===== config.mk =====
export PLATFORM = sky130hd
export DESIGN_NAME = uart_tfifo_flat
export DESIGN_NICKNAME = d
export VERILOG_FILES = /design/src/rtl/uart_tfifo_pkg.sv /design/src/rtl/uart_tfifo_if.sv /design/src/rtl/uart_tfifo_tf_raminfr.sv /design/src/rtl/uart_tfifo.sv /design/src/flat_wrapper.sv
export SDC_FILE = /design/constraint.sdc
export NUM_CORES = 1
export LEC_CHECK = 0
export ABC_AREA = 0
export BUFFER_PORTS_ARGS = -buffer_cell sky130_fd_sc_hd__buf_4
export CORE_MARGIN = 2
export CORE_UTILIZATION = 45
export CTS_BUF_LIST = sky130_fd_sc_hd__clkbuf_4 sky130_fd_sc_hd__clkbuf_8
export CTS_CLUSTER_SIZE = 20
export DETAILED_ROUTE_END_ITERATION = 16
export SLEW_MARGIN = 20
export SYNTH_ARGS = -nofsm -noshare
export SYNTH_HDL_FRONTEND = slang
export SYNTH_SLANG_ARGS = --single-unit

===== constraint.sdc =====
create_clock -name clk -period 3 [get_ports clk]
set_input_delay 0.3 -clock clk [delete_from_list [all_inputs] [get_ports clk]]
set_output_delay 0.3 -clock clk [all_outputs]
set_load 0.005 [all_outputs]

===== src/rtl/uart_tfifo_pkg.sv =====
// Shared constants and types for the UART transmit FIFO.
// FIFO_WIDTH / FIFO_DEPTH / POINTER_W / COUNTER_W size the storage, the
// pointers and the occupancy counter. UART_TFIFO_AE_LEVEL is the default
// almost-empty threshold.
package uart_tfifo_pkg;

    localparam int FIFO_WIDTH          = 8;
    localparam int FIFO_DEPTH          = 16;
    localparam int POINTER_W           = 4;
    localparam int COUNTER_W           = 5;
    localparam int UART_TFIFO_AE_LEVEL = 2;

    typedef logic [FIFO_WIDTH-1:0] fifo_data_t;
    typedef logic [POINTER_W-1:0]  fifo_ptr_t;
    typedef logic [COUNTER_W-1:0]  fifo_cnt_t;

    // Occupancy after one edge, given which of push/pop actually took effect.
    function automatic fifo_cnt_t count_after(input fifo_cnt_t cnt,
                                              input logic      inc,
                                              input logic      dec);
        fifo_cnt_t result;
        result = cnt;
        if (inc && !dec) begin
            result = cnt + fifo_cnt_t'(1);
        end else if (dec && !inc) begin
            result = cnt - fifo_cnt_t'(1);
        end
        return result;
    endfunction

endpackage


===== src/rtl/uart_tfifo_if.sv =====
// Push/pop/status bundle between the register file + transmitter (master)
// and the transmit FIFO (slave).
//   master drives: data_in, push, pop, fifo_reset, reset_status
//   slave drives : data_out, count, full, empty, almost_empty,
//                  overflow, underrun
interface uart_tfifo_if;
    import uart_tfifo_pkg::*;

    fifo_data_t data_in;
    logic       push;
    logic       pop;
    logic       fifo_reset;
    logic       reset_status;
    fifo_data_t data_out;
    fifo_cnt_t  count;
    logic       full;
    logic       empty;
    logic       almost_empty;
    logic       overflow;
    logic       underrun;

    modport master (
        output data_in, push, pop, fifo_reset, reset_status,
        input  data_out, count, full, empty, almost_empty, overflow, underrun
    );

    modport slave (
        input  data_in, push, pop, fifo_reset, reset_status,
        output data_out, count, full, empty, almost_empty, overflow, underrun
    );

endinterface


===== src/rtl/uart_tfifo_tf_raminfr.sv =====
// tf_raminfr: FIFO storage array.
// Synchronous write at address top when we is high; asynchronous read of
// address bottom so the FIFO head is visible without a cycle of latency.
// Contents are deliberately not reset.
//   clk      in  clock
//   we       in  write enable
//   top      in  write address
//   data_in  in  write data
//   bottom   in  read address
//   data_out out read data (combinational)
module tf_raminfr #(
    parameter int WIDTH  = 8,
    parameter int DEPTH  = 16,
    parameter int ADDR_W = 4
) (
    input  logic              clk,
    input  logic              we,
    input  logic [ADDR_W-1:0] top,
    input  logic [WIDTH-1:0]  data_in,
    input  logic [ADDR_W-1:0] bottom,
    output logic [WIDTH-1:0]  data_out
);

    logic [WIDTH-1:0] mem [DEPTH];

    always_ff @(posedge clk) begin
        if (we) begin
            mem[top] <= data_in;
        end
    end

    assign data_out = mem[bottom];

endmodule


===== src/rtl/uart_tfifo.sv =====
// uart_tfifo: transmit-side byte FIFO of the UART.
// Buffers bytes written through the THR strobe (push) until the transmitter
// consumes them (pop). Reports occupancy, full/empty/almost-empty and sticky
// overflow/underrun flags.
//   clk  in  clock, rising edge
//   rst  in  asynchronous active-high reset
//   bus  uart_tfifo_if.slave: push/pop side inputs, head data and status out
module uart_tfifo
    import uart_tfifo_pkg::*;
#(
    parameter int AE_LEVEL = UART_TFIFO_AE_LEVEL
) (
    input  logic        clk,
    input  logic        rst,
    uart_tfifo_if.slave bus
);

    fifo_ptr_t top_reg,    top_next;
    fifo_ptr_t bottom_reg, bottom_next;
    fifo_cnt_t count_reg,  count_next;
    logic      overflow_reg, overflow_next;
    logic      underrun_reg, underrun_next;

    logic full;
    logic empty;
    logic push_ok;
    logic pop_ok;
    logic we;

    assign full  = (count_reg == fifo_cnt_t'(FIFO_DEPTH));
    assign empty = (count_reg == '0);

    // A push at full still goes in when a pop frees the head slot in the
    // same cycle; a pop at empty is always dropped.
    assign push_ok = bus.push & (~full | bus.pop);
    assign pop_ok  = bus.pop & ~empty;
    assign we      = push_ok & ~bus.fifo_reset;

    always_comb begin
        top_next      = top_reg + fifo_ptr_t'(push_ok);
        bottom_next   = bottom_reg + fifo_ptr_t'(pop_ok);
        count_next    = count_after(count_reg, push_ok, pop_ok);
        overflow_next = overflow_reg | (bus.push & full & ~bus.pop);
        underrun_next = underrun_reg | (bus.pop & empty);
        // Status clear beats a set event in the same cycle.
        if (bus.reset_status) begin
            overflow_next = 1'b0;
            underrun_next = 1'b0;
        end
    end

    always_ff @(posedge clk or posedge rst) begin
        if (rst) begin
            top_reg      <= '0;
            bottom_reg   <= '0;
            count_reg    <= '0;
            overflow_reg <= 1'b0;
            underrun_reg <= 1'b0;
        end else if (bus.fifo_reset) begin
            top_reg      <= '0;
            bottom_reg   <= '0;
            count_reg    <= '0;
            overflow_reg <= 1'b0;
            underrun_reg <= 1'b0;
        end else begin
            top_reg      <= top_next;
            bottom_reg   <= bottom_next;
            count_reg    <= count_next;
            overflow_reg <= overflow_next;
            underrun_reg <= underrun_next;
        end
    end

    tf_raminfr #(
        .WIDTH  (FIFO_WIDTH),
        .DEPTH  (FIFO_DEPTH),
        .ADDR_W (POINTER_W)
    ) u_ram (
        .clk      (clk),
        .we       (we),
        .top      (top_reg),
        .data_in  (bus.data_in),
        .bottom   (bottom_reg),
        .data_out (bus.data_out)
    );

    assign bus.count        = count_reg;
    assign bus.full         = full;
    assign bus.empty        = empty;
    assign bus.almost_empty = (count_reg <= fifo_cnt_t'(AE_LEVEL));
    assign bus.overflow     = overflow_reg;
    assign bus.underrun     = underrun_reg;

endmodule


===== src/flat_wrapper.sv =====
// flat-port wrapper written by rule: the top's interface ports become plain ports
module uart_tfifo_flat import uart_tfifo_pkg::*;
#(
    parameter int AE_LEVEL = UART_TFIFO_AE_LEVEL
)
  (clk, rst, bus_data_in, bus_push, bus_pop, bus_fifo_reset, bus_reset_status, bus_data_out, bus_count, bus_full, bus_empty, bus_almost_empty, bus_overflow, bus_underrun);
  uart_tfifo_if bus_i ();
  input  logic clk;
  input  logic rst;
  input wire logic [$bits(bus_i.data_in)-1:0] bus_data_in;
  input wire logic [$bits(bus_i.push)-1:0] bus_push;
  input wire logic [$bits(bus_i.pop)-1:0] bus_pop;
  input wire logic [$bits(bus_i.fifo_reset)-1:0] bus_fifo_reset;
  input wire logic [$bits(bus_i.reset_status)-1:0] bus_reset_status;
  output wire logic [$bits(bus_i.data_out)-1:0] bus_data_out;
  output wire logic [$bits(bus_i.count)-1:0] bus_count;
  output wire logic [$bits(bus_i.full)-1:0] bus_full;
  output wire logic [$bits(bus_i.empty)-1:0] bus_empty;
  output wire logic [$bits(bus_i.almost_empty)-1:0] bus_almost_empty;
  output wire logic [$bits(bus_i.overflow)-1:0] bus_overflow;
  output wire logic [$bits(bus_i.underrun)-1:0] bus_underrun;
  assign bus_i.data_in = bus_data_in;
  assign bus_i.push = bus_push;
  assign bus_i.pop = bus_pop;
  assign bus_i.fifo_reset = bus_fifo_reset;
  assign bus_i.reset_status = bus_reset_status;
  assign bus_data_out = bus_i.data_out;
  assign bus_count = bus_i.count;
  assign bus_full = bus_i.full;
  assign bus_empty = bus_i.empty;
  assign bus_almost_empty = bus_i.almost_empty;
  assign bus_overflow = bus_i.overflow;
  assign bus_underrun = bus_i.underrun;
  uart_tfifo #(.AE_LEVEL(AE_LEVEL)) u_core (.clk(clk), .rst(rst), .bus(bus_i));
endmodule

==> out/metrics.cfg, run 1 <==
[yosys]
synth-simple-area-share_pct = 5.86
synthTopCellsByArea = edfxtp_1 (66%), mux4_2 (12%), dfrtp_1 (6.4%)
seq_area_frac_synth_pct = 72.4
syn_nets = 333
synth-seq-cells = 143
synth_xor_area_share_pct = 0.902
yosysUniqueCellTypes = 42
netlist_area_sq_um = 5820
synth-adder-area-share_pct = 2.06
async_reset_ff_share_pct = 10.5
yosys.area.top_type = edfxtp_1
ys.warnings.count = 0
synth_cells = 310
synth_flop_cell = edfxtp_1
syn_avg_cell_area_sq_um = 18.8
synth_top_area_share_pct = 66.0
synth_top_family_by_area = multiplexers
synth_compound_area_share_pct = 4.21
synth_mux_area_share_pct = 13.1
synth_edf_count = 128

[clocking]
clkSinkCount = 143
cts_tree = done
cts-root-buf = clkbuf_8
cts_buffer_depth = 2
ctsHoldBuffers = 2
htree_levels = 4
numCtsBuffers = 17
clk_pin_slew_ps = 70
worstSkewPairLatency_ps = 430
cts_setup_buffers = 0
post_cts_resized = 0

[critical_path]
slowest_delay_ps = 620
reg2reg_from = u_core.bus.count[0]
crit_path_end_kind = flip-flop
r2r_cells = 8
regToRegSetupSlack_ps = 270
cp.required_ps = 3310
arrival_ps = 3040
cp_top_family = simple AND/OR/NAND/NOR gates
reg2reg_to = u_core.bus.count[4]
path_cells = or4_4 > nand2_1 > nand3b_1 > fa_1 > a211o_1 > o21a_1 > o211ai_1 > a31oi_1
start_kind = flip-flop
cp_max_fo = 8
slowest_stage = or4_4
cp_num_buf_inv = 0
crit_type = reg2reg

[final_layout]
final_common_cell = edfxtp_1
antenna_cells = 0
finalNetCount = 381
largest_reg_flops = 128
final_cell_mix = edfxtp_1 (128), buf_4 (42), mux4_2 (32), nor2_1 (21), clkbuf_8 (17)
area_growth_pct = 14.3
drive_gt1_share_pct = 28.7
final_util_pct = 52.7
finalInstanceArea_sq_um = 6660

[placement]
dp_hpwl_microns = 7400
gp_congestion = 0.756
preCtsSetupSlack_ps = 294
post_dp_cell_area_sq_um = 6310
numPortBuffers = 31

[floorplanning]
die_area_sq_um = 13900
fp.dieH_microns = 118
rows = 41
core_sq_um = 12600
fp.dieW_microns = 118
start_util_pct = 46.2
ios = 32

[route]
first_pass_iters = 4
ant_nets = 0
drt_iter0_drc = 252
wl_per_cell_microns = 20.0
finalWirelength_microns = 10800
viasPerCell = 5.29
drc = 0
via_count = 2864

[global_route]
grt_pass1_wl_microns = 17300
grt_usage_pct = 17.1
grt_max_degree = 33
grt_pass1_vias = 3032
antenna_found_initial = 0
grt-ovfl-total = 0

[sta]
hold_violations = 0
finClkSkew_ps = 6.49
fin_setup_tns_ps = 0
fmax_ghz = 0.366
rsz0062_at_grt = false
worst_pin_slew_ps = 898
slew_headroom_pct = 39.9
period_share_pct = 91.1
fin_ws_ps = 268
min_period_ps = 2730
slew_viol_final = 0
finalSetupViolCount = 0

[power_and_ir_drop]
leakagePower_uw = 0.00224
powerDensity_nw_per_um2 = 700
power.total_uw = 4660
ir_worst_vdd_v = 0.000563

[worst_hold_path]
worstHoldEndpoint = u_core.u_ram.mem[5][1]
hold_depth = 1
min_from = bus_data_in[1]
hp-class = in2reg

[outcome]
outcome = finished, final reports clean

[job]
maxCapViolCount = 0

final cells by class:
| class | instances | area, sq um |
|---|---|---|
| inverter | 4 | 15.0 |
| sequential | 143 | 4220 |
| clock buffer | 19 | 249 |
| clock inverter | 11 | 76.3 |
| multi-input combinational | 147 | 1520 |
| fill | 1026 | 5960 |
| timing repair buffer | 45 | 355 |
| tap | 172 | 215 |
metal layers:
layer | vias up | wire [microns] | track usage [%]
li1 | 1343 | - | -
met1 | 1456 | 4690 | 20.7
met2 | 56 | 5610 | 29.0
met3 | 9 | 396 | 5.33
met4 | 0 | 142 | 5.65
met5 | - | 0 | 0
worst reg2reg max path: cells and delay by family (launching register included):
kind	cells	cell delay [ps]
AO/OA/AOI/OAI	4	740
adder cells (fa/ha/maj)	1	480
flip-flops	1	470
AND/OR/NAND/NOR	3	910
synth_stat cells (4+ instances only):
cell,instances
nand3_1,4
a22oi_1,16
buf_2,5
edfxtp_1,128
clkbuf_1,8
nor2_1,21
ha_1,8
a21oi_1,4
nand2_1,11
mux4_2,32
xnor2_1,4
dfrtp_1,15
nor2b_1,9
nor3_1,6
worst max-delay path by stage:
stage / depth (start not counted) / to / slack [ps] / startpoint
after global placement: 8 / u_core.bus.count[4] / 340 / u_core.bus.count[0]
after global routing: 8 / u_core.bus.count[4] / 60 / u_core.bus.count[0]
after floorplan: 8 / u_core.bus.count[4] / 450 / u_core.bus.count[0]
final: 8 / u_core.bus.count[4] / 270 / u_core.bus.count[0]
after CTS: 5 / bus_data_out[2] / 210 / u_core.bottom_reg[0]
after detailed placement: 8 / u_core.bus.count[4] / 290 / u_core.bus.count[0]
metrics by stage:
step / hold slack (ps) / instances
after floorplan: 201 / 310
after global placement: 418 / 509
after detailed placement: 429 / 509
after CTS: 135 / 541
after global routing: 151 / 541
final: 179 / 541
report_power, final:
part	internal, uW	leakage (uW)	switching (uW)
combinational	573	0.000715	463
clock	642	0.000171	651
sequential	2230	0.00135	106
cell families after synthesis:
family          after synthesis
buf+inv                      20
xor+xnor                      6
compound gates               30
mux                          36
flops                       143
fa+ha+maj                     9
simple gates                 66
(Power assumes the default switching activity.)
==> run 2: changes to the inputs <==
--- a/config.mk
+++ b/config.mk
@@ -7,11 +7,13 @@
 export LEC_CHECK = 0
 export ABC_AREA = 0
 export BUFFER_PORTS_ARGS = -buffer_cell sky130_fd_sc_hd__buf_4
+export CORE_ASPECT_RATIO = 1.2
 export CORE_MARGIN = 2
 export CORE_UTILIZATION = 45
 export CTS_BUF_LIST = sky130_fd_sc_hd__clkbuf_4 sky130_fd_sc_hd__clkbuf_8
 export CTS_CLUSTER_SIZE = 20
 export DETAILED_ROUTE_END_ITERATION = 16
+export HOLD_SLACK_MARGIN = 0.12
 export SLEW_MARGIN = 20
 export SYNTH_ARGS = -nofsm -noshare
 export SYNTH_HDL_FRONTEND = slang
==> run 2 against run 1 <==
Effect of this change:
- fmax up 0.21%
- global-route usage grew 0.49 points
- count of clock-buffer cells in the layout rose by 1
- worst setup slack better by 5.8 ps
- sequential power is essentially flat
- cell count shrank 0.92%
- combinational power about the same
- via count increased by 3.3%
- sequential share of layout area down 0.77 points
- register-to-register slack about the same
==> out/metrics.cfg, run 2 (synthesized netlist as in run 1, its figures left out) <==
[outcome]
outcome = finished, final reports clean

[power_and_ir_drop]
leakagePower_uw = 0.00227
powerDensity_nw_per_um2 = 724
ir_worst_vdd_v = 0.000439

[final_layout]
finalNetCount = 382
final_common_cell = edfxtp_1
instances_no_fill = 536
fillers = 1022
antenna_cells = 0
largest_reg_flops = 128
area_growth_pct = 15.7
final_cell_mix = edfxtp_1 (128), buf_4 (43), mux4_2 (32), nor2_1 (21), clkbuf_8 (20)
drive_gt1_share_pct = 30.9

[clocking]
cts-root-buf = clkbuf_8
cts_buffer_depth = 2
clk_pin_slew_ps = 80
htree_levels = 4
worstSkewPairLatency_ps = 430
cts_setup_buffers = 0
numCtsBuffers = 17
clkSinkCount = 143
cts_tree = done

[route]
drt_iter0_drc = 153
drc = 0
via_count = 2959
wl_per_cell_microns = 21.0
viasPerCell = 5.52
finalWirelength_microns = 11300
ant_nets = 0
first_pass_iters = 4

[global_route]
grt_pass1_wl_microns = 17500
grt_usage_pct = 17.5
grt_pass1_vias = 3099
antenna_found_initial = 0
grt_max_degree = 35
grt-ovfl-total = 0

[sta]
fin_setup_tns_ps = 0
rsz0062_at_grt = false
finClkSkew_ps = 11.0
period_share_pct = 90.9
fmax_ghz = 0.367
hold_violations = 0
slew_headroom_pct = 38.9
min_period_ps = 2730
slew_viol_final = 0
worst_pin_slew_ps = 913
finalSetupViolCount = 0

[worst_hold_path]
hp-class = in2reg

[floorplanning]
start_util_pct = 46.0
fp.dieW_microns = 108
fp.dieH_microns = 129
die_area_sq_um = 13900
rows = 45
ios = 32
core_sq_um = 12700

[critical_path]
start_kind = flip-flop
slowest_delay_ps = 630
cp_top_family = simple AND/OR/NAND/NOR gates
arrival_ps = 3040
cp_num_buf_inv = 0
path_cells = or4_4 > nand2_1 > nand3b_1 > fa_1 > a211o_1 > o21a_1 > o211ai_1 > a31oi_1
cp.required_ps = 3320
cp_max_fo = 8
crit_type = reg2reg
crit_path_end_kind = flip-flop
slowest_stage = or4_4

[placement]
dp.cells = 502
numPortBuffers = 31
dp_hpwl_microns = 7330
gp_congestion = 0.759

[job]
maxCapViolCount = 0

==> run 2: timing repair <==
item / CTS / global route
endpoints found under the hold margin: 17 / 0
hold buffers: 2 / 0
gates resized for setup: 0 / 0
==> run 2: metrics by stage <==
step	area, sq um	hold WS (ps)	total power, uW	worst slack, ps	utilization, %
2_1_floorplan	5820	201	3050	449	-
3_5_place_dp	6310	414	3420	280	49.8
4_1_cts	6740	148	4940	269	53.2
3_3_place_gp	6310	419	3400	350	49.8
5_1_grt	6740	161	5110	143	53.2
6_report	6740	177	4880	274	53.2
==> run 2: path summary, 6_finish.rpt <==
| kind | endpoint | slack [ps] | cells after the start | from |
|---|---|---|---|---|
| min in group asynchronous | u_core.bus.count[3] | 490 | 3 | rst |
| worst max register to register | u_core.bus.count[4] | 270 | 8 | u_core.bus.count[0] |
| worst min register to register | u_core.bus.underrun | 560 | 2 | u_core.bus.underrun |
| worst min-delay path | u_core.u_ram.mem[11][1] | 180 | 1 | bus_data_in[1] |
| max in group asynchronous | u_core.bottom_reg[0] | 2080 | 3 | rst |
| worst max-delay path | u_core.bus.count[4] | 270 | 8 | u_core.bus.count[0] |
==> run 2: per-layer routing <==
metal | global-route usage, % | wire length [microns] | vias to the layer above
li1 | - | - | 1353
met1 | 21.6 | 4700 | 1540
met2 | 30.6 | 6120 | 62
met3 | 4.20 | 379 | 4
met4 | 5.88 | 58 | 0
met5 | 0 | 0 | -
==> run 2: area by class of cell <==
cell class                 instances  area (sq um)  area share (%)
clock inverter                    12           134            1.99
sequential                       143          4220            62.6
clock buffer                      20           275            4.09
inverter                           4          15.0           0.223
multi-input combinational        147          1520            22.6
tap                              164           205            3.05
timing repair buffer              46           363            5.39
==> run 2: power by group <==
group | leakage, uW | switching (uW) | total [uW] | internal (uW)
Clock | 0.000194 | 715 | 1520 | 808
Combinational | 0.000720 | 495 | 1050 | 558
Sequential | 0.00135 | 76.0 | 2300 | 2230
==> run 2: worst reg2reg max path: cells and delay by family, from the launching register on <==
kind / cells / cell delay, ps
AO/OA/AOI/OAI: 4 / 750
adder cells (fa/ha/maj): 1 / 460
flip-flops: 1 / 480
AND/OR/NAND/NOR: 3 / 910
